## config.mk

```make
export PLATFORM = sky130hd
export DESIGN_NAME = pc_ctrl_flat
export DESIGN_NICKNAME = d
export VERILOG_FILES = /design/src/rtl/pc_ctrl.sv /design/src/flat_wrapper.sv
export SDC_FILE = /design/constraint.sdc
export NUM_CORES = 1
export LEC_CHECK = 0
export CAP_MARGIN = 20
export CORE_MARGIN = 3
export CORE_UTILIZATION = 40
export DETAILED_ROUTE_END_ITERATION = 12
export PLACE_DENSITY = 0.77
export SYNTH_ARGS = -nofsm -noshare
export SYNTH_HDL_FRONTEND = slang
export SYNTH_SLANG_ARGS = --single-unit
```

## constraint.sdc

```tcl
create_clock -name CLK -period 4.26 [get_ports CLK]
set_clock_uncertainty 0.2 [all_clocks]
set_input_delay 0.426 -clock CLK [delete_from_list [all_inputs] [get_ports CLK]]
set_output_delay 0.426 -clock CLK [all_outputs]
set_load 0.005 [all_outputs]
```

## src/rtl/pc_ctrl.sv

```systemverilog
// pc_ctrl: multicycle fetch/retire sequencer driving the control-unit side of
// the PC interface.
//   CLK, nRST        clock (rising edge) / asynchronous active-low reset
//   ihit, imemload   instruction read complete / fetched instruction word
//   dhit             data memory access complete
//   zero             ALU zero flag for the held instruction
//   imemREN          instruction read request (FETCH only)
//   dmemREN, dmemWEN data read (LW) / write (SW) request (MEM only)
//   instr            held instruction word
//   pcif (pc_if.cu)  pcEn, pcSel, immJ26, ext32 towards the PC
//   halt             high once a HALT has executed, until reset
//   retired          retired-instruction count, wraps modulo 2^CNT_W

package pc_ctrl_pkg;
  // Next-PC source selection
  typedef enum logic [1:0] {
    PC_NPC = 2'd0,
    PC_BR  = 2'd1,
    PC_J   = 2'd2,
    PC_JR  = 2'd3
  } pcMux;
endpackage

// Control-unit <-> PC register handshake bundle
interface pc_if;
  import pc_ctrl_pkg::*;
  logic        pcEn;
  pcMux        pcSel;
  logic [25:0] immJ26;
  logic [31:0] ext32;
  modport cu (output pcEn, pcSel, immJ26, ext32);
  modport pc (input pcEn, pcSel, immJ26, ext32);
endinterface

module pc_ctrl
  import pc_ctrl_pkg::*;
#(
  parameter int unsigned CNT_W = 32
) (
  input  logic             CLK,
  input  logic             nRST,
  input  logic             ihit,
  input  logic [31:0]      imemload,
  input  logic             dhit,
  input  logic             zero,
  output logic             imemREN,
  output logic             dmemREN,
  output logic             dmemWEN,
  output logic [31:0]      instr,
  pc_if.cu                 pcif,
  output logic             halt,
  output logic [CNT_W-1:0] retired
);

  localparam logic [5:0] OP_RTYPE = 6'h00;
  localparam logic [5:0] OP_J     = 6'h02;
  localparam logic [5:0] OP_JAL   = 6'h03;
  localparam logic [5:0] OP_BEQ   = 6'h04;
  localparam logic [5:0] OP_BNE   = 6'h05;
  localparam logic [5:0] OP_LW    = 6'h23;
  localparam logic [5:0] OP_SW    = 6'h2B;
  localparam logic [5:0] OP_HALT  = 6'h3F;
  localparam logic [5:0] FN_JR    = 6'h08;

  typedef enum logic [1:0] {
    FETCH  = 2'd0,
    EXEC   = 2'd1,
    MEM    = 2'd2,
    HALTED = 2'd3
  } ctrlState;

  ctrlState   state;
  ctrlState   nextState;
  logic [5:0] opcode;
  logic [5:0] funct;
  logic       isLw;
  logic       isSw;
  logic       isMem;
  logic       isHalt;
  pcMux       decSel;
  logic       pcEnInt;

  // Instruction decode of the held word
  always_comb begin
    opcode = instr[31:26];
    funct  = instr[5:0];
    isLw   = (opcode == OP_LW);
    isSw   = (opcode == OP_SW);
    isMem  = isLw || isSw;
    isHalt = (opcode == OP_HALT);
    decSel = PC_NPC;
    unique case (opcode)
      OP_J, OP_JAL: decSel = PC_J;
      OP_BEQ:       decSel = zero ? PC_BR : PC_NPC;
      OP_BNE:       decSel = zero ? PC_NPC : PC_BR;
      OP_RTYPE:     decSel = (funct == FN_JR) ? PC_JR : PC_NPC;
      default:      decSel = PC_NPC;
    endcase
  end

  // State register
  always_ff @(posedge CLK or negedge nRST) begin
    if (!nRST) state <= FETCH;
    else       state <= nextState;
  end

  // Next-state logic
  always_comb begin
    nextState = state;
    unique case (state)
      FETCH:  if (ihit) nextState = EXEC;
      EXEC: begin
        if (isHalt)     nextState = HALTED;
        else if (isMem) nextState = MEM;
        else            nextState = FETCH;
      end
      MEM:    if (dhit) nextState = FETCH;
      HALTED: nextState = HALTED;
      default: nextState = FETCH;
    endcase
  end

  // Outputs decoded from the registered state plus live zero/dhit
  always_comb begin
    imemREN = 1'b0;
    dmemREN = 1'b0;
    dmemWEN = 1'b0;
    pcEnInt = 1'b0;
    halt    = 1'b0;
    unique case (state)
      FETCH:  imemREN = 1'b1;
      EXEC:   pcEnInt = !isHalt && !isMem;
      MEM: begin
        dmemREN = isLw;
        dmemWEN = isSw;
        pcEnInt = dhit;
      end
      HALTED: halt = 1'b1;
      default: ;
    endcase
  end

  assign pcif.pcEn   = pcEnInt;
  assign pcif.pcSel  = decSel;
  assign pcif.immJ26 = instr[25:0];
  assign pcif.ext32  = {{16{instr[15]}}, instr[15:0]};

  // Instruction latch and retire counter (one count per PC update)
  always_ff @(posedge CLK or negedge nRST) begin
    if (!nRST) begin
      instr   <= 32'h0;
      retired <= '0;
    end else begin
      if (state == FETCH && ihit) instr <= imemload;
      if (pcEnInt) retired <= retired + CNT_W'(1);
    end
  end

endmodule

```

## src/flat_wrapper.sv

```systemverilog
// flat-port wrapper written by rule: the top's interface ports become plain ports
module pc_ctrl_flat import pc_ctrl_pkg::*;
#(
  parameter int unsigned CNT_W = 32
)
  (CLK, nRST, ihit, imemload, dhit, zero, imemREN, dmemREN, dmemWEN, instr, halt, retired, pcif_pcEn, pcif_pcSel, pcif_immJ26, pcif_ext32);
  pc_if pcif_i ();
  input  logic CLK;
  input  logic nRST;
  input  logic ihit;
  input  logic [31:0] imemload;
  input  logic dhit;
  input  logic zero;
  output logic imemREN;
  output logic dmemREN;
  output logic dmemWEN;
  output logic [31:0] instr;
  output logic halt;
  output logic [CNT_W-1:0] retired;
  output wire logic [$bits(pcif_i.pcEn)-1:0] pcif_pcEn;
  output wire logic [$bits(pcif_i.pcSel)-1:0] pcif_pcSel;
  output wire logic [$bits(pcif_i.immJ26)-1:0] pcif_immJ26;
  output wire logic [$bits(pcif_i.ext32)-1:0] pcif_ext32;
  assign pcif_pcEn = pcif_i.pcEn;
  assign pcif_pcSel = pcif_i.pcSel;
  assign pcif_immJ26 = pcif_i.immJ26;
  assign pcif_ext32 = pcif_i.ext32;
  pc_ctrl #(.CNT_W(CNT_W)) u_core (.CLK(CLK), .nRST(nRST), .ihit(ihit), .imemload(imemload), .dhit(dhit), .zero(zero), .imemREN(imemREN), .dmemREN(dmemREN), .dmemWEN(dmemWEN), .instr(instr), .pcif(pcif_i), .halt(halt), .retired(retired));
endmodule
```

# Yosys cells after proc, flatten, opt, wreduce, memory -nomap -nowiden
# Index checks and enable logic that the tools add are counted.
# classes
add_sub_neg,1
eq_ne,13
mux,14
n_reduce_logical,9
# op_table
op,count
"32-bit by 1-bit adder with 32-bit output, second input constant",1
"6-bit == test, second input constant",3
2-bit case mux with 4 select lines,2
"6-bit by 2-bit == test with 1-bit output, second input constant",2
"6-bit by 3-bit == test with 1-bit output, second input constant",2
2-bit 2-to-1 mux,5
"6-bit by 4-bit == test with 1-bit output, second input constant",1
6-bit zero test,1
1-bit 2-to-1 mux,6
"2-bit == test, second input constant",2
"2-bit inequality test, second input constant",2
"2-bit by 1-bit == test with 1-bit output, second input constant",1
1-bit logical AND,2
1-bit zero test,2
2-bit zero test,1
1-bit case mux with 2 select lines,1
2-bit AND reduction,1
2-bit OR reduction,1
1-bit logical OR,1
# totals
reg_bits,66
input_bits,37
out_inout_bits,129
word_cells,40

# Logic depth before layout (Yosys ltp)
# depth
depth_word,5
depth_mapped,8
ltp_nobuf,7

# Worst setup path after synthesis
# OpenSTA, ideal clock, no wires.
# synth_path
path_kind,reg2reg
startpoint,register u_core.state[0]
endpoint,register u_core.retired[24]
setup_time_ps,80
arrival_ps,1820
t_required_ps,3980
path_slack_ps,2160
stages_incl_launch_ff,9
n_path_buf,1
period_less_slack_ps,2100
cell_sequence,dfrtp_1 -> inv_1 -> ha_1 -> a21o_1 -> nand2_2 -> or3_1 -> buf_6 -> nor4_2 -> xnor2_1
# synth_between
elab_chain_cells,2
word_cells_on_any_way,3
cone_classes,eq/ne: 2; mux: 1
# synth_lines
item,line_no,text
from (decl),pc_ctrl.sv:72,ctrlState state;
from (signal assigned),pc_ctrl.sv:104,else state <= nextState;
2-bit == test / 2-bit by 1-bit == test with 1-bit output (equally long branches),pc_ctrl.sv:130,unique case (state)
1-bit case mux with 2 select lines *,pc_ctrl.sv:130,
to (signal assigned),pc_ctrl.sv:155,if (pcEnInt) retired <= retired + CNT_W'(1);
to (decl),pc_ctrl.sv:52,output logic [CNT_W-1:0] retired
# Mark *: on every way between the ends. The rest lies on a longest branch, timed or not.
# A chain may end at the register's enable or synchronous reset.

# Final worst setup path
# layout_path
startpoint,register u_core.state[0]
endpoint,output port pcif_pcEn
# layout_between
elab_chain_cells,2
word_cells_on_any_way,3
cone_classes,eq/ne: 2; mux: 1
# layout_lines
item,line_no,text
2-bit == test / 2-bit by 1-bit == test with 1-bit output (equally long branches),pc_ctrl.sv:130,
1-bit case mux with 2 select lines *,pc_ctrl.sv:130,
to (decl),flat_wrapper.sv:20,output wire logic [$bits(pcif_i.pcEn)-1:0] pcif_pcEn;
# Marks and branches as above.

==> results.sh <==
export IMPL_cts_root_buffer="clkbuf_8"
export IMPL_io_pins=166
export IMPL_hpwl_mm=5.99
export IMPL_worst_slew_pin_transition_ns=0.829
export IMPL_setup_viol=0
export IMPL_drc=0
export IMPL_ys_types=36
export IMPL_power_density_nw_per_um2=255
export IMPL_yosysSeqAreaShare=0.486
export IMPL_syn_inst=296
export IMPL_cp_end_kind="output port"
export IMPL_worstPathArrival_ns=2.31
export IMPL_wl_mm=7.95
export IMPL_yosys_top_cells_area="dfrtp_1 49%, buf_4 13%, mux2_2 11%"
export IMPL_async_reset_ff_frac=1.00
export IMPL_sequentialPowerShare=0.494
export IMPL_drt_first_pass_iters=4
export IMPL_drtAntennaViolNets=0
export IMPL_clockBufferDepth=2
export IMPL_postCtsSetupBuffers=0
export IMPL_layout_min_cycle_time_ns=2.94
export IMPL_finalHoldViolations=0
export IMPL_drv_cap=0
export IMPL_die_w_um=98.2
export IMPL_core_area_um2=7970
export IMPL_synth_seq_cells=66
export IMPL_crit_fanout=6
export IMPL_area_growth_syn_to_layout_pct=46.1
export IMPL_required_ns=3.63
export IMPL_fp_dieH_um=98.2
export IMPL_die_area_um2=9630
export IMPL_timing_fmax_ghz=0.340
export IMPL_htree_levels=3
export IMPL_setup_tns_ns=0
export IMPL_cts_tree="done"
export IMPL_ir_drop_mv=0.149
export IMPL_pwr_share_clk=0.469
export IMPL_drive_gt1_frac=0.141
export IMPL_drt_iter0_markers=55
export IMPL_vias=2556
export IMPL_num_fill_cells=645
export IMPL_p_sw_w=0.000277
export IMPL_portBuffers=165
export IMPL_cp_start_kind="flop"
export IMPL_track_usage=0.167
export IMPL_clk_latency_ns=0.34
export IMPL_swShare=0.219
export IMPL_synth_area_um2=3400
export IMPL_clk_pin_slew_ns=0.08
export IMPL_gp_congestion=0.749
export IMPL_maxSlewViolCount=0
export IMPL_detail_route_wl_per_cell_um=15.3
export IMPL_final_core_util=0.623
export IMPL_rows=32
export IMPL_max_slew_margin=0.443
export IMPL_initial_core_util=0.426
export IMPL_numCtsBuffers=9
export IMPL_clock_sinks=66
export IMPL_num_antenna_cells=0
export IMPL_worstSetupPathType="reg -> out"
export IMPL_grt_antenna_before_repair=0
export IMPL_synth_top_area_share=0.486
export IMPL_synth_fp_nets=338
export IMPL_grt_overflow_total=0
export IMPL_synth_yosys_warnings=0
export IMPL_p_comb_frac=0.037
export IMPL_grt_start_max_net_pins=38
export IMPL_fin_nets=455
export IMPL_synth_flop_cell="dfrtp_1"
export IMPL_grt_pass1_vias=2572
export IMPL_leakage_nw=2.22
export IMPL_yosysTopAreaCell="dfrtp_1"
export IMPL_grt_setup_unrepaired="false"
export IMPL_viasPerCell=4.92
export IMPL_synth_avg_cell_area_um2=11.5
export IMPL_min_period_over_period=0.690
export IMPL_p_int_w=0.000990
export IMPL_status="complete, no violations"
export IMPL_synth_edff_count=0
export IMPL_hp_class="reg -> reg"
export IMPL_grt_pass1_wl_mm=13.0
## path summary, 6_finish.rpt
kind	start	to	slack, ns	cells after the start
max	u_core.state[0]$_DFFE_PN0P_	pcif_pcEn	1.32	6
min	u_core.retired[31]$_DFFE_PN0P_	u_core.retired[31]$_DFFE_PN0P_	0.29	1
max reg2reg	u_core.state[0]$_DFFE_PN0P_	u_core.retired[14]$_DFFE_PN0P_	1.88	7
min reg2reg	u_core.retired[31]$_DFFE_PN0P_	u_core.retired[31]$_DFFE_PN0P_	0.29	1
max in group asynchronous	nRST	u_core.retired[6]$_DFFE_PN0P_	2.46	3
min in group asynchronous	nRST	u_core.retired[22]$_DFFE_PN0P_	0.50	2
## layout by cell type (no fill, tap or decap), types with 6 or more instances in the layout
cell type        netlist  final
nand3_1               10     10
mux2_2                33     33
nor3_1                 7      7
nor2_1                13     13
dfrtp_1               66     66
nand4_1               11     11
clkdlybuf4s50_1        0    164
xnor2_1               17     17
xor2_1                15     15
inv_1                  6      6
nand2_1               15     15
clkbuf_8               0      9
## metrics by stage
stage	cell area [µm²]	hold WS, ns	cells	setup WS (ns)	total power [W]
after floorplan	3400	-0.0696	296	2.16	0.000640
after global placement	4730	0.276	503	1.52	0.000685
after detailed placement	4730	0.285	503	1.48	0.000686
after CTS	4960	0.300	520	1.31	0.00128
after global routing	4960	0.314	520	1.13	0.00132
final	4960	0.289	520	1.32	0.00127
## state kept, by name, indices dropped and copies added (netlist names)
| signal | cells |
|---|---|
| u_core.instr | 32 |
| u_core.retired | 32 |
| u_core.state | 2 |
## Yosys cell counts, drive strengths merged (2+ instances only)
cell / instances
nand3: 11
nor3: 8
inv: 6
or3: 2
and2: 2
buf: 62
ha: 5
nor2: 13
nor4: 7
and4: 5
and3: 5
nand4: 11
xnor2: 17
mux2: 33
xor2: 15
dfrtp: 66
nand2: 16
## final cells by class
class	instances	area, µm²	area share
clock inverters	7	100	0.0202
well taps	102	128	0.0257
multi-input cells	162	1260	0.255
clock buffers	9	124	0.0250
inverters	6	22.5	0.00454
flip-flops and latches	66	1650	0.333
repair buffers	168	1670	0.337
## routing by layer
metal,up-vias,GRT usage,wire length (µm)
met5,-,0,0
met1,1236,0.217,3470
li1,1191,-,-
met4,0,0.0536,79
met3,5,0.0507,650
met2,124,0.271,3760
## power groups by stage
stage	clock network [W]	registers, W	logic (W)
2_1_floorplan	0	0.000639	0.00000111
3_3_place_gp	0	0.000638	0.0000469
3_5_place_dp	0	0.000638	0.0000474
4_1_cts	0.000610	0.000626	0.0000483
5_1_grt	0.000639	0.000626	0.0000518
6_report	0.000595	0.000626	0.0000469
## cell families after synthesis
logic type	Yosys count	synth area share
xor gates and xnor gates	32	0.0825
AOI/OAI and AO/OA	8	0.0192
buffers and inverters	68	0.141
adders and majority gates	5	0.0184
and+or+nand+nor	83	0.140
muxes	34	0.112
DFF	66	0.486
## repair_timing
action | 4_1_cts | 5_1_grt
hold endpoints to repair | 36 | 0
resized for setup | 0 | 0
hold buffers | 1 | 0
## critical path, stage by stage (launching register included)
cell and delay, ns:
dfrtp_1 0.41, inv_1 0.10, ha_1 0.25, a21o_1 0.17
nand2_2 0.07, nor2_1 0.38, clkdlybuf4s50_1 0.59
Note: power is estimated with default switching activity, not from simulation.
